--- src/rtl/pipe_stage_buf_pkg.sv ---
// Shared definitions for the pipeline-stage buffer.
//  - buf_state_t : control state of the buffer (EMPTY / ONE / TWO)
//  - EX/MEM bundle layout: field offsets, widths and total width (EXMEM_W)
//  - EXMEM_NOP   : all-zero bundle (we=0, aluop=NOP), used as the bubble
//  - exmem_pack / exmem_unpack : convert between the field struct and the flat bus
//  - occ_of      : entry count held in a given state
package pipe_stage_buf_pkg;

   typedef enum logic [1:0] {
      ST_EMPTY = 2'd0,
      ST_ONE   = 2'd1,
      ST_TWO   = 2'd2
   } buf_state_t;

   localparam int EXMEM_REG1_LSB  = 0;
   localparam int EXMEM_REG1_W    = 32;
   localparam int EXMEM_ADDR_LSB  = 32;
   localparam int EXMEM_ADDR_W    = 32;
   localparam int EXMEM_ALUOP_LSB = 64;
   localparam int EXMEM_ALUOP_W   = 8;
   localparam int EXMEM_WE_LSB    = 72;
   localparam int EXMEM_WDATA_LSB = 73;
   localparam int EXMEM_WDATA_W   = 32;
   localparam int EXMEM_WADDR_LSB = 105;
   localparam int EXMEM_WADDR_W   = 5;
   localparam int EXMEM_W         = 110;

   localparam logic [EXMEM_ALUOP_W-1:0] ALUOP_NOP = '0;
   localparam logic [EXMEM_W-1:0]       EXMEM_NOP = '0;

   typedef struct packed {
      logic [EXMEM_WADDR_W-1:0] waddr;
      logic [EXMEM_WDATA_W-1:0] wdata;
      logic                     we;
      logic [EXMEM_ALUOP_W-1:0] aluop;
      logic [EXMEM_ADDR_W-1:0]  addr;
      logic [EXMEM_REG1_W-1:0]  reg1;
   } exmem_t;

   function automatic logic [EXMEM_W-1:0] exmem_pack(input exmem_t f);
      logic [EXMEM_W-1:0] v;
      v = '0;
      v[EXMEM_REG1_LSB  +: EXMEM_REG1_W]  = f.reg1;
      v[EXMEM_ADDR_LSB  +: EXMEM_ADDR_W]  = f.addr;
      v[EXMEM_ALUOP_LSB +: EXMEM_ALUOP_W] = f.aluop;
      v[EXMEM_WE_LSB]                     = f.we;
      v[EXMEM_WDATA_LSB +: EXMEM_WDATA_W] = f.wdata;
      v[EXMEM_WADDR_LSB +: EXMEM_WADDR_W] = f.waddr;
      return v;
   endfunction

   function automatic exmem_t exmem_unpack(input logic [EXMEM_W-1:0] v);
      exmem_t f;
      f.reg1  = v[EXMEM_REG1_LSB  +: EXMEM_REG1_W];
      f.addr  = v[EXMEM_ADDR_LSB  +: EXMEM_ADDR_W];
      f.aluop = v[EXMEM_ALUOP_LSB +: EXMEM_ALUOP_W];
      f.we    = v[EXMEM_WE_LSB];
      f.wdata = v[EXMEM_WDATA_LSB +: EXMEM_WDATA_W];
      f.waddr = v[EXMEM_WADDR_LSB +: EXMEM_WADDR_W];
      return f;
   endfunction

   function automatic logic [1:0] occ_of(input buf_state_t s);
      logic [1:0] n;
      case (s)
         ST_ONE:  n = 2'd1;
         ST_TWO:  n = 2'd2;
         default: n = 2'd0;
      endcase
      return n;
   endfunction

endpackage

--- src/rtl/pipe_stage_buf_slot.sv ---
// pipe_slot: one payload entry of the stage buffer.
// Ports:
//  clk     in   1       clock
//  i_clr   in   1       synchronous clear (reset or flush), wins over i_load
//  i_load  in   1       capture i_data on this edge
//  i_data  in   DATA_W  value to capture
//  o_data  out  DATA_W  held value
module pipe_slot
   import pipe_stage_buf_pkg::*;
#(
   parameter int DATA_W = EXMEM_W
) (
   input  logic              clk,
   input  logic              i_clr,
   input  logic              i_load,
   input  logic [DATA_W-1:0] i_data,
   output logic [DATA_W-1:0] o_data
);

   logic [DATA_W-1:0] r_data;

   always_ff @(posedge clk) begin
      if (i_clr) begin
         r_data <= '0;
      end else if (i_load) begin
         r_data <= i_data;
      end
   end

   assign o_data = r_data;

endmodule

--- src/rtl/pipe_stage_buf.sv ---
// pipe_stage_buf: pipeline-stage register with valid/ready handshake.
// DEPTH=1 is a plain register whose in_ready_o depends combinationally on
// out_ready_i; DEPTH=2 adds a skid entry so in_ready_o comes only from state.
// Output payload is BUBBLE_VAL whenever out_valid_o is low.
// Ports:
//  clk          in   1       clock
//  rst          in   1       synchronous reset, active-high, highest priority
//  flush_i      in   1       synchronous flush, discards all held entries
//  in_valid_i   in   1       producer offers a beat
//  in_ready_o   out  1       buffer accepts a beat this cycle
//  in_data_i    in   DATA_W  producer payload
//  out_valid_o  out  1       out_data_o carries a beat
//  out_ready_i  in   1       consumer takes the beat this cycle
//  out_data_o   out  DATA_W  payload to next stage
//  occ_o        out  2       entries held
//
// state    | meaning
// ST_EMPTY | no entries held, output is the bubble
// ST_ONE   | main entry holds the head beat
// ST_TWO   | main holds the head beat, skid holds the next one (DEPTH=2 only)
module pipe_stage_buf
   import pipe_stage_buf_pkg::*;
#(
   parameter int                DATA_W     = EXMEM_W,
   parameter int                DEPTH      = 2,
   parameter logic [DATA_W-1:0] BUBBLE_VAL = '0
) (
   input  logic              clk,
   input  logic              rst,
   input  logic              flush_i,
   input  logic              in_valid_i,
   output logic              in_ready_o,
   input  logic [DATA_W-1:0] in_data_i,
   output logic              out_valid_o,
   input  logic              out_ready_i,
   output logic [DATA_W-1:0] out_data_o,
   output logic [1:0]        occ_o
);

   if (DEPTH != 1 && DEPTH != 2) begin : g_bad_depth
      $error("pipe_stage_buf: DEPTH must be 1 or 2, got %0d", DEPTH);
   end

   buf_state_t        r_state;
   buf_state_t        w_state_nxt;
   logic              w_clr;
   logic              w_accept;
   logic              w_retire;
   logic              w_main_load;
   logic              w_skid_load;
   logic [DATA_W-1:0] w_main_d;
   logic [DATA_W-1:0] w_main_q;
   logic [DATA_W-1:0] w_skid_q;

   assign w_clr       = rst | flush_i;
   assign out_valid_o = (r_state != ST_EMPTY);
   assign w_retire    = out_valid_o & out_ready_i;

   // DEPTH=2: ready is a pure function of the state register, so no path
   // from out_ready_i. DEPTH=1: a full entry can be replaced while it retires.
   assign in_ready_o = (DEPTH == 1) ? ((r_state == ST_EMPTY) | out_ready_i)
                                    : (r_state != ST_TWO);
   assign w_accept   = in_valid_i & in_ready_o;

   always_ff @(posedge clk) begin
      if (rst) begin
         r_state <= ST_EMPTY;
      end else begin
         r_state <= w_state_nxt;
      end
   end

   always_comb begin
      w_state_nxt = r_state;
      w_main_load = 1'b0;
      w_skid_load = 1'b0;
      if (flush_i) begin
         // A beat offered in the flush cycle is dropped; a retire still completes.
         w_state_nxt = ST_EMPTY;
      end else begin
         case (r_state)
            ST_EMPTY: begin
               if (w_accept) begin
                  w_state_nxt = ST_ONE;
                  w_main_load = 1'b1;
               end
            end
            ST_ONE: begin
               if (w_accept && w_retire) begin
                  w_main_load = 1'b1;
               end else if (w_retire) begin
                  w_state_nxt = ST_EMPTY;
               end else if (w_accept && (DEPTH == 2)) begin
                  // Main is stalled and must stay stable, so the new beat parks in skid.
                  w_state_nxt = ST_TWO;
                  w_skid_load = 1'b1;
               end
            end
            ST_TWO: begin
               if (w_retire) begin
                  w_state_nxt = ST_ONE;
                  w_main_load = 1'b1;
               end
            end
            default: begin
               w_state_nxt = ST_EMPTY;
            end
         endcase
      end
   end

   // Main reloads from skid when draining TWO, otherwise from the producer.
   assign w_main_d = (r_state == ST_TWO) ? w_skid_q : in_data_i;

   pipe_slot #(.DATA_W(DATA_W)) u_main (
      .clk    (clk),
      .i_clr  (w_clr),
      .i_load (w_main_load),
      .i_data (w_main_d),
      .o_data (w_main_q)
   );

   if (DEPTH == 2) begin : g_skid
      pipe_slot #(.DATA_W(DATA_W)) u_skid (
         .clk    (clk),
         .i_clr  (w_clr),
         .i_load (w_skid_load),
         .i_data (in_data_i),
         .o_data (w_skid_q)
      );
   end else begin : g_no_skid
      assign w_skid_q = '0;
   end

   assign out_data_o = out_valid_o ? w_main_q : BUBBLE_VAL;
   assign occ_o      = occ_of(r_state);

endmodule

--- config.mk ---
export PLATFORM = sky130hd
export DESIGN_NAME = pipe_stage_buf
export DESIGN_NICKNAME = d
export VERILOG_FILES = /design/src/rtl/pipe_stage_buf_pkg.sv /design/src/rtl/pipe_stage_buf_slot.sv /design/src/rtl/pipe_stage_buf.sv
export SDC_FILE = /design/constraint.sdc
export NUM_CORES = 1
export LEC_CHECK = 0
export ABC_CLOCK_PERIOD_IN_PS = 4000
export CAP_MARGIN = 20
export CORE_ASPECT_RATIO = 1.75
export CORE_MARGIN = 10
export CORE_UTILIZATION = 55
export CTS_CLUSTER_DIAMETER = 80
export DETAILED_ROUTE_END_ITERATION = 8
export PLACE_DENSITY = 0.87
export SETUP_SLACK_MARGIN = 0.5
export SYNTH_ARGS = -nofsm -noshare
export SYNTH_HDL_FRONTEND = slang
export SYNTH_SLANG_ARGS = --single-unit
--- constraint.sdc ---
create_clock -name clk -period 4 [get_ports clk]
set_input_delay 0.8 -clock clk [delete_from_list [all_inputs] [get_ports clk]]
set_output_delay 0.8 -clock clk [all_outputs]
set_load 0.02 [all_outputs]
After elaboration in Yosys (flattened, before gate mapping) --
Index checks and enable logic that the tools add are counted.
Word-level totals: register bits 222, bits of input ports 115, output and inout bits 114, logic and storage cells 36
Operators by class: equal/unequal tests 7, mux-type cells 18, bitwise gates (word level) 3, reductions and logical operators 5
Operators by type and width (count):
- 110-bit 2-to-1 mux | 2
- 2-bit 2-to-1 mux | 5
- 1-bit 2-to-1 mux | 8
- 2-bit != test, second input constant | 4
- 2-bit one-hot mux with 3 select lines | 1
- 2-bit one-hot mux with 2 select lines | 1
- 4-bit AND reduction | 1
- 3-bit != test, second input constant | 1
- 1-bit one-hot mux with 3 select lines | 1
- 1-bit AND | 2
- 2-bit by 1-bit equality test with 1-bit output, second input constant | 1
- 2-bit equality test, second input constant | 1
- 2-bit logical NOT | 1
- 2-bit nonzero test | 1
- 2-bit OR reduction | 1
- 1-bit logical AND | 1
- 1-bit OR | 1

Depth between registers and ports, before layout --
Gate-level depths: netlist of the first run.
word-level depth 7, mapped depth 7, gate-level depth less buffers 4

Hierarchy --
A second synthesis of the first run with hierarchy kept.
Unflattened totals: cells, all modules 971, area total of the unflattened synthesis 10598.9 sq um
Modules (own cells, without submodules):
- pipe_slot | instances 2, cells an instance 354, area each 3996.3 sq um, seq. area each 2202.1 sq um
- pipe_stage_buf | instances 1, cells an instance 263, area each 2606.2 sq um, seq. area each 40.0 sq um

Least setup slack after synthesis of the first run --
No wires, ideal clock.
path kind register to output, start point reg r_state[1], end point out out_data_o[10], arrival 1.197 ns, required time 3.200 ns, path slack 2.003 ns, stages on the path, launching flop included 5, buffers on the path 2, path through dfxtp_1 or2_2 buf_2 clkbuf_1 and2_1
On the way: longest elaborated chain between the ends 2
Ends and longest elaborated chain:
- start: declaration | line pipe_stage_buf.sv:44 | buf_state_t r_state;
- start signal: assignment | line pipe_stage_buf.sv:69 | r_state <= w_state_nxt;
- 2-bit nonzero test | line pipe_stage_buf.sv:56 | assign out_valid_o = (r_state != ST_EMPTY);
- 110-bit 2-to-1 mux | line pipe_stage_buf.sv:135 | assign out_data_o = out_valid_o ? w_main_q : BUBBLE_VAL;
- end: declaration | line pipe_stage_buf.sv:36 | output logic [DATA_W-1:0] out_data_o,
No other way between the ends.

Worst setup path in the final report of the first run --
start point reg r_state[0], end point out out_data_o[6]
Same word-level chain as after synthesis.

==> metrics.txt, run 1 <==
status complete, no violations; number of antenna violations at the first check in global routing 4; Comb power frac 0.128; area growth from synthesis to final layout 25.9%; data arrival time at the worst-slack endpoint around 2.5 ns; number of H-tree branching levels 1; transition time of the tightest slew-check pin between 0.9 and 1 ns; Max IR drop VDD 0.000347 V; die area roughly 26000 um^2; type of the most critical hold path reg -> reg; part of the total power dissipated in the clock network 0.407; sinks on the clock net roughly 220; crit start category flop; count of buffers added by post-CTS timing repair for setup 0; switching fraction of total power 0.253; clock latency at the later pin of the worst-skew pair about 0.49 ns; average wire length per cell after detail routing approximately 21 um; number of nets at the end of the flow about 1500; DR vias ~11000; final routed DRC violation total 0; maximum single-stage delay on the critical path about 0.66 ns; count of final setup violators 0; die height roughly 210 um; crit-path cells or2_4 -> buf_12 -> and2_1 -> clkdlybuf4s50_1; proportion of synthesized flip-flops having asynchronous set or reset 0; initial drt markers approximately 1500; Cell Area, Placed between 10000 and 15000 um^2; ratio of cells with drive above 1 in the final layout 0.119; portion of synthesized cell area occupied by the leading cell type 0.406; count of non-filler cells in the finished layout roughly 1700; largest net degree at the start of global routing ~110; net switching component of the power roughly 0.0013 W; final setup TNS 0 ns; Post-Route WL around 35000 um; final cycle utilization of the critical path 0.834; Bufs and invs on worst path 2; unrepaired setup endpoints after global routing no; combined global-route utilization of all metal layers 0.247; # hold bufs at CTS 0; die boundary width around 130 um; TritonRoute pass-1 iters 7; pre-CTS setup slack about 0.79 ns; GP Congestion just over 0.8; setup clock skew after layout 0.00713 ns; Max-slew headroom 0.379; number of synthesized flops with an enable pin 0; R2R setup slack 1.22 ns; endpoint required time on the critical path approximately 3.2 ns; total of warnings raised by yosys 0; total leakage power 4.47 nW; cell area after synthesis ~11000 um^2; Pins Over Slew Limit 0; most repeated cell in the gate-level netlist after synthesis sky130_fd_sc_hd__dfxtp_1; IO Port Bufs between 200 and 250; Post-DRT Antenna Nets 0; top cells by area in the synthesized netlist sky130_fd_sc_hd__dfxtp_1 (41%), sky130_fd_sc_hd__a311oi_2 (14%), sky130_fd_sc_hd__a211oi_1 (7.6%); critical path type reg -> out; master cell of the clock root buffer sky130_fd_sc_hd__clkbuf_16; Hold Fails Final Rpt 0; Initial Util 0.557; minimum clock period ~3.3 ns; maximum fanout encountered on the critical timing path just over 80; crit end category primary output; leading area contributor after synthesis sky130_fd_sc_hd__dfxtp_1; core area between 15000 and 20000 um^2; Num CTS Buffers 21; number of library cell types mapped by synthesis 25; number of instances in the placed design 1616; sequential fraction of design power 0.465; cell area power density 359 nW/um^2; CTS clock-pin slew for the worst setup and hold paths roughly 0.060 ns; most frequently used flop master after synthesis sky130_fd_sc_hd__dfxtp_1; number of top-level design ports ~230; post-synthesis instance total 1280; total nets after synthesis 1395; number of global-route vias before repair about 10000; number of filler instances in the final layout about 1500; Post-Synthesis Mean Instance Area between 8 and 9 um^2; Final Power just under 0.005 W; Final Cell Area between 10000 and 15000 um^2; standard cell with the maximum stage delay on the critical path sky130_fd_sc_hd__clkdlybuf4s50_1; clock tree buffer depth 3; wire length of the first global-routing pass 54400 um; internal power approximately 0.0037 W; total gr overflow 0; worst-case setup margin in the final layout ~0.66 ns; critical path's top delay family buffers and inverters; maximum frequency from static timing analysis approximately 300 MHz; sequential area share after synthesis 0.406; top cell types by occurrence after synthesis sky130_fd_sc_hd__dfxtp_1 (222), sky130_fd_sc_hd__nand2_1 (221), sky130_fd_sc_hd__a211oi_1 (111), sky130_fd_sc_hd__a21oi_1 (111), sky130_fd_sc_hd__and2_1 (111); number of flip-flops and latches in the synthesized netlist roughly 220; DP Wirelength approximately 21000 um; TritonCTS clock tree built; count of standard-cell rows 68; via count normalized by instance count roughly 6.4; max cap viols 0
-- state kept, by name (all words and copies together), names as in the netlist --
register,count
g_skid.u_skid.o_data,110
u_main.o_data,110
r_state,2
-- layout make-up --
cell class | instances | area [um^2] | share of cell area
multi-input cells | 900 | 5770 | 0.418
flip-flops and latches | 222 | 4450 | 0.323
repair buffers | 249 | 2560 | 0.186
clock buffers | 27 | 588 | 0.0427
well taps | 245 | 307 | 0.0222
clock inverters | 8 | 93.8 | 0.00681
diodes | 5 | 12.5 | 0.000908
inverters | 1 | 5.00 | 0.000363
-- metrics by stage --
stage | hold WS [ns] | utilization
after floorplan | 0.454 | -
after global placement | 0.460 | 0.665
after detailed placement | 0.466 | 0.665
after CTS | 0.475 | 0.700
after global routing | 0.495 | 0.701
final | 0.474 | 0.701
-- layer usage --
layer	track usage	wire length (um)	vias up
met3	0.0445	2630	116
met5	0	0	-
li1	-	-	4851
met2	0.417	17700	555
met1	0.283	12700	5103
met4	0.151	1980	0
-- logic make-up (layout without fill, tap and decap cells) --
| logic type | after synthesis | after routing | share of synthesized area |
|---|---|---|---|
| DFF | 222 | 222 | 0.406 |
| AOI/OAI and AO/OA | 445 | 445 | 0.324 |
| other | 0 | 5 | 0 |
| and+or+nand+nor | 454 | 455 | 0.197 |
| buffers and inverters | 159 | 285 | 0.0726 |
-- power groups by stage --
stage	Sequential [W]	Combinational (W)	Clock, W
floorplan	0.00233	0.000383	0
global placement	0.00235	0.000611	0
detailed placement	0.00235	0.000624	0
CTS	0.00230	0.000628	0.00204
global route	0.00231	0.000676	0.00212
finish	0.00230	0.000633	0.00202
-- worst reg2reg max path: cells and delay by family (launching register included) --
family          cells  cell delay, ns
simple gates        2            0.68
buf+inv             3            1.31
flops               1            0.44
compound gates      1            0.27
-- cell usage in the layout, fill, tap and decap left out, types with 2 or more instances in the layout --
master / Yosys / layout
sky130_fd_sc_hd__clkdlybuf4s50_1: 0 / 228
sky130_fd_sc_hd__nand2_1: 221 / 221
sky130_fd_sc_hd__dfxtp_1: 222 / 221
sky130_fd_sc_hd__and2_1: 111 / 111
sky130_fd_sc_hd__a211oi_1: 111 / 111
sky130_fd_sc_hd__a21oi_1: 111 / 111
sky130_fd_sc_hd__nand3_1: 110 / 110
sky130_fd_sc_hd__o21ai_0: 110 / 110
sky130_fd_sc_hd__a311oi_2: 100 / 100
sky130_fd_sc_hd__clkbuf_16: 0 / 21
sky130_fd_sc_hd__buf_4: 4 / 11
sky130_fd_sc_hd__a311oi_1: 10 / 10
sky130_fd_sc_hd__buf_12: 0 / 10
sky130_fd_sc_hd__clkinv_2: 0 / 6
sky130_fd_sc_hd__diode_2: 0 / 5
sky130_fd_sc_hd__clkbuf_8: 0 / 4
sky130_fd_sc_hd__or2_4: 0 / 3
sky130_fd_sc_hd__nand2b_4: 0 / 2
sky130_fd_sc_hd__and3b_4: 0 / 2
sky130_fd_sc_hd__clkbuf_1: 63 / 2
sky130_fd_sc_hd__bufinv_16: 0 / 2
-- worst paths after layout --
check | from | to | depth (start not counted)
hold reg to reg | g_skid.u_skid.o_data[93] | g_skid.u_skid.o_data[93] | 2
hold / removal | g_skid.u_skid.o_data[93] | g_skid.u_skid.o_data[93] | 2
setup reg to reg | r_state[0] | u_main.o_data[5] | 6
setup / recovery | r_state[0] | out_data_o[6] | 4
-- timing repair --
item                                    in CTS  in global routing
endpoints found under the hold margin        0                  0
cloned                                       0                  1
pin swaps                                    0                  1
gates resized for setup                      1                  1
endpoints found under the setup margin      13                 39
No activity file was read; power rests on OpenSTA's default activity.
==> run 2, diff against run 1 <==
--- a/config.mk
+++ b/config.mk
@@ -5,14 +5,14 @@
 export SDC_FILE = /design/constraint.sdc
 export NUM_CORES = 1
 export LEC_CHECK = 0
-export ABC_CLOCK_PERIOD_IN_PS = 4000
+export ABC_CLOCK_PERIOD_IN_PS = 2900
 export CAP_MARGIN = 20
 export CORE_ASPECT_RATIO = 1.75
 export CORE_MARGIN = 10
-export CORE_UTILIZATION = 55
+export CORE_UTILIZATION = 47
 export CTS_CLUSTER_DIAMETER = 80
 export DETAILED_ROUTE_END_ITERATION = 8
-export PLACE_DENSITY = 0.87
+export PLACE_DENSITY = 0.79
 export SETUP_SLACK_MARGIN = 0.5
 export SYNTH_ARGS = -nofsm -noshare
 export SYNTH_HDL_FRONTEND = slang
==> constraint.sdc (replaced) <==
create_clock -name clk -period 2.9 [get_ports clk]
set_input_delay 0.58 -clock clk [delete_from_list [all_inputs] [get_ports clk]]
set_output_delay 0.58 -clock clk [all_outputs]
set_load 0.02 [all_outputs]
==> run 2 against run 1 <==
Die area is 15% higher. Non-clock buffer count is 34 higher. Hold slack hardly changed. Final cell count is 5.5% higher. Highest routed layer unchanged. Global-route usage is 1.5 points lower. Register-to-register slack worse by 0.17 ns. Critical path type unchanged. Sequential share of layout area is 1.8 points lower. Largest cell class unchanged. Clock power is 47% higher.
==> metrics.txt, run 2 (synthesis results as in run 1) <==
status complete, no violations (unchanged); data arrival time at the worst-slack endpoint 1.86 ns (was 2.54 ns); critical path type reg -> out (unchanged); Cell Area, Placed 13300 um^2 (was 13100 um^2); die height 222 um (was 207 um); GP Congestion 0.802 (was 0.828); clock latency at the later pin of the worst-skew pair 0.51 ns (was 0.49 ns); maximum fanout encountered on the critical timing path 14 (was 83); number of filler instances in the final layout 1878 (was 1501); TritonCTS clock tree built (unchanged); count of final setup violators 0 (unchanged); number of top-level design ports 229 (unchanged); number of H-tree branching levels 1 (unchanged); Final Cell Area 14600 um^2 (was 13800 um^2); CTS clock-pin slew for the worst setup and hold paths 0.07 ns (was 0.06 ns); count of standard-cell rows 73 (was 68); standard cell with the maximum stage delay on the critical path sky130_fd_sc_hd__dfxtp_4 (was sky130_fd_sc_hd__clkdlybuf4s50_1); DR vias 10800 (was 10600); minimum clock period roughly 2.4 ns; setup clock skew after layout 0.0188 ns (was 0.00713 ns); ratio of cells with drive above 1 in the final layout 0.259 (was 0.119); clock tree buffer depth 3 (unchanged); leading cell type in the layout, fill and taps excluded sky130_fd_sc_hd__nand2_1 (was sky130_fd_sc_hd__clkdlybuf4s50_1); via count normalized by instance count 6.19 (was 6.41); number of instances in the placed design 1685 (was 1616); Initial Util 0.479 (was 0.557); crit start category flop (unchanged); type of the most critical hold path reg -> reg (unchanged); unrepaired setup endpoints after global routing yes (was no); DP Wirelength 22300 um (was 20900 um); Max IR drop VDD 0.000352 V (was 0.000347 V); Post-DRT Antenna Nets 0 (unchanged); average wire length per cell after detail routing 22.6 um (was 21.1 um); wire length of the first global-routing pass 57300 um (was 54400 um); endpoint required time on the critical path 2.32 ns (was 3.20 ns); area growth from synthesis to final layout 33.7% (was 25.9%); area of all sequential standard cells 4450 um^2 (about the same); # hold bufs at CTS 0 (unchanged); TritonRoute pass-1 iters 5 (was 7); IO Port Bufs 228 (unchanged); Hold Fails Final Rpt 0 (unchanged); crit end category primary output (unchanged); final routed DRC violation total 0 (unchanged); maximum single-stage delay on the critical path 0.35 ns (was 0.66 ns); die boundary width 135 um (was 127 um); number of antenna violations at the first check in global routing 5 (was 4); die area 30000 um^2 (was 26200 um^2); Final Power 0.00716 W (was 0.00495 W); number of nets at the end of the flow 1543 (was 1510); multi-input combinational cell area 5900 um^2 (was 5770 um^2); Post-Route WL 39500 um (was 35000 um); total leakage power 5.10 nW (was 4.47 nW); maximum frequency from static timing analysis approximately 410 MHz; core area 22800 um^2 (was 19700 um^2); combined global-route utilization of all metal layers 0.232 (was 0.247); sinks on the clock net 222 (unchanged); Max-slew headroom 0.594 (was 0.379); utilization after layout 0.641 (was 0.701); cell area power density 489 nW/um^2 (was 359 nW/um^2); max cap viols 0 (unchanged); final setup TNS 0 ns (unchanged); Num CTS Buffers 21 (unchanged); final cycle utilization of the critical path 0.842; number of global-route vias before repair 10300 (was 10500); transition time of the tightest slew-check pin 0.609 ns (was 0.932 ns); master cell of the clock root buffer sky130_fd_sc_hd__clkbuf_16 (unchanged); total gr overflow 0 (unchanged); initial drt markers 1060 (was 1499); Pins Over Slew Limit 0 (unchanged); commonest non-fill, non-tap cells in the layout sky130_fd_sc_hd__nand2_1 (221), sky130_fd_sc_hd__dfxtp_1 (220), sky130_fd_sc_hd__clkdlybuf4s50_1 (114) (was sky130_fd_sc_hd__clkdlybuf4s50_1 (228), sky130_fd_sc_hd__nand2_1 (221), sky130_fd_sc_hd__dfxtp_1 (221)); crit-path cells or2_4 -> clkbuf_16 -> and2_1 -> clkdlybuf4s15_2 (was or2_4 -> buf_12 -> and2_1 -> clkdlybuf4s50_1); count of non-filler cells in the finished layout 1748 (was 1657); largest net degree at the start of global routing 111 (was 112)
run 2: critical path, delay by kind of cell (launching register included):
kind	cells	cell delay, ns
buffers and inverters	2	0.47
DFF	1	0.35
and+or+nand+nor	2	0.50
run 2: power by group:
part / switching [W] / leakage [nW] / internal (W)
sequential: 0.0000524 / 1.80 / 0.00313
combinational: 0.000565 / 2.93 / 0.000453
clock: 0.00123 / 0.363 / 0.00173
run 2: path summary, 6_finish.rpt:
| check | startpoint | endpoint | slack, ns | cells after the start |
|---|---|---|---|---|
| setup / recovery | r_state[0] | out_data_o[104] | 0.46 | 4 |
| hold / removal | g_skid.u_skid.o_data[59] | g_skid.u_skid.o_data[59] | 0.47 | 2 |
| setup reg to reg | r_state[0] | u_main.o_data[21] | 1.05 | 6 |
| hold reg to reg | g_skid.u_skid.o_data[59] | g_skid.u_skid.o_data[59] | 0.47 | 2 |
run 2: what timing repair did:
item | CTS | global route
gates cloned | 3 | 10
gates resized for setup | 358 | 279
setup buffers | 5 | 1
setup endpoints to repair | 114 | 111
pin swaps | 0 | 27
run 2: layout make-up:
cell class              count  area share
multi-input cells         899       0.403
flip-flops and latches    222       0.304
repair buffers            283       0.216
clock buffers              27      0.0409
well taps                 300      0.0256
clock inverters            11     0.00949
diodes                      5    0.000855
inverters                   1    0.000342
run 2: metal layers:
layer / GRT usage / wire length, um
met1: 0.264 / 14100
met2: 0.397 / 20300
met3: 0.0336 / 2600
met4: 0.136 / 2480
met5: 0 / 0
run 2: stage by stage:
stage / hold WS [ns] / setup WS (ns)
after CTS: 0.475 / 0.376
after global placement: 0.459 / 0.377
after global routing: 0.495 / 0.428
after floorplan: 0.454 / 1.12
final: 0.475 / 0.460
after detailed placement: 0.466 / 0.314
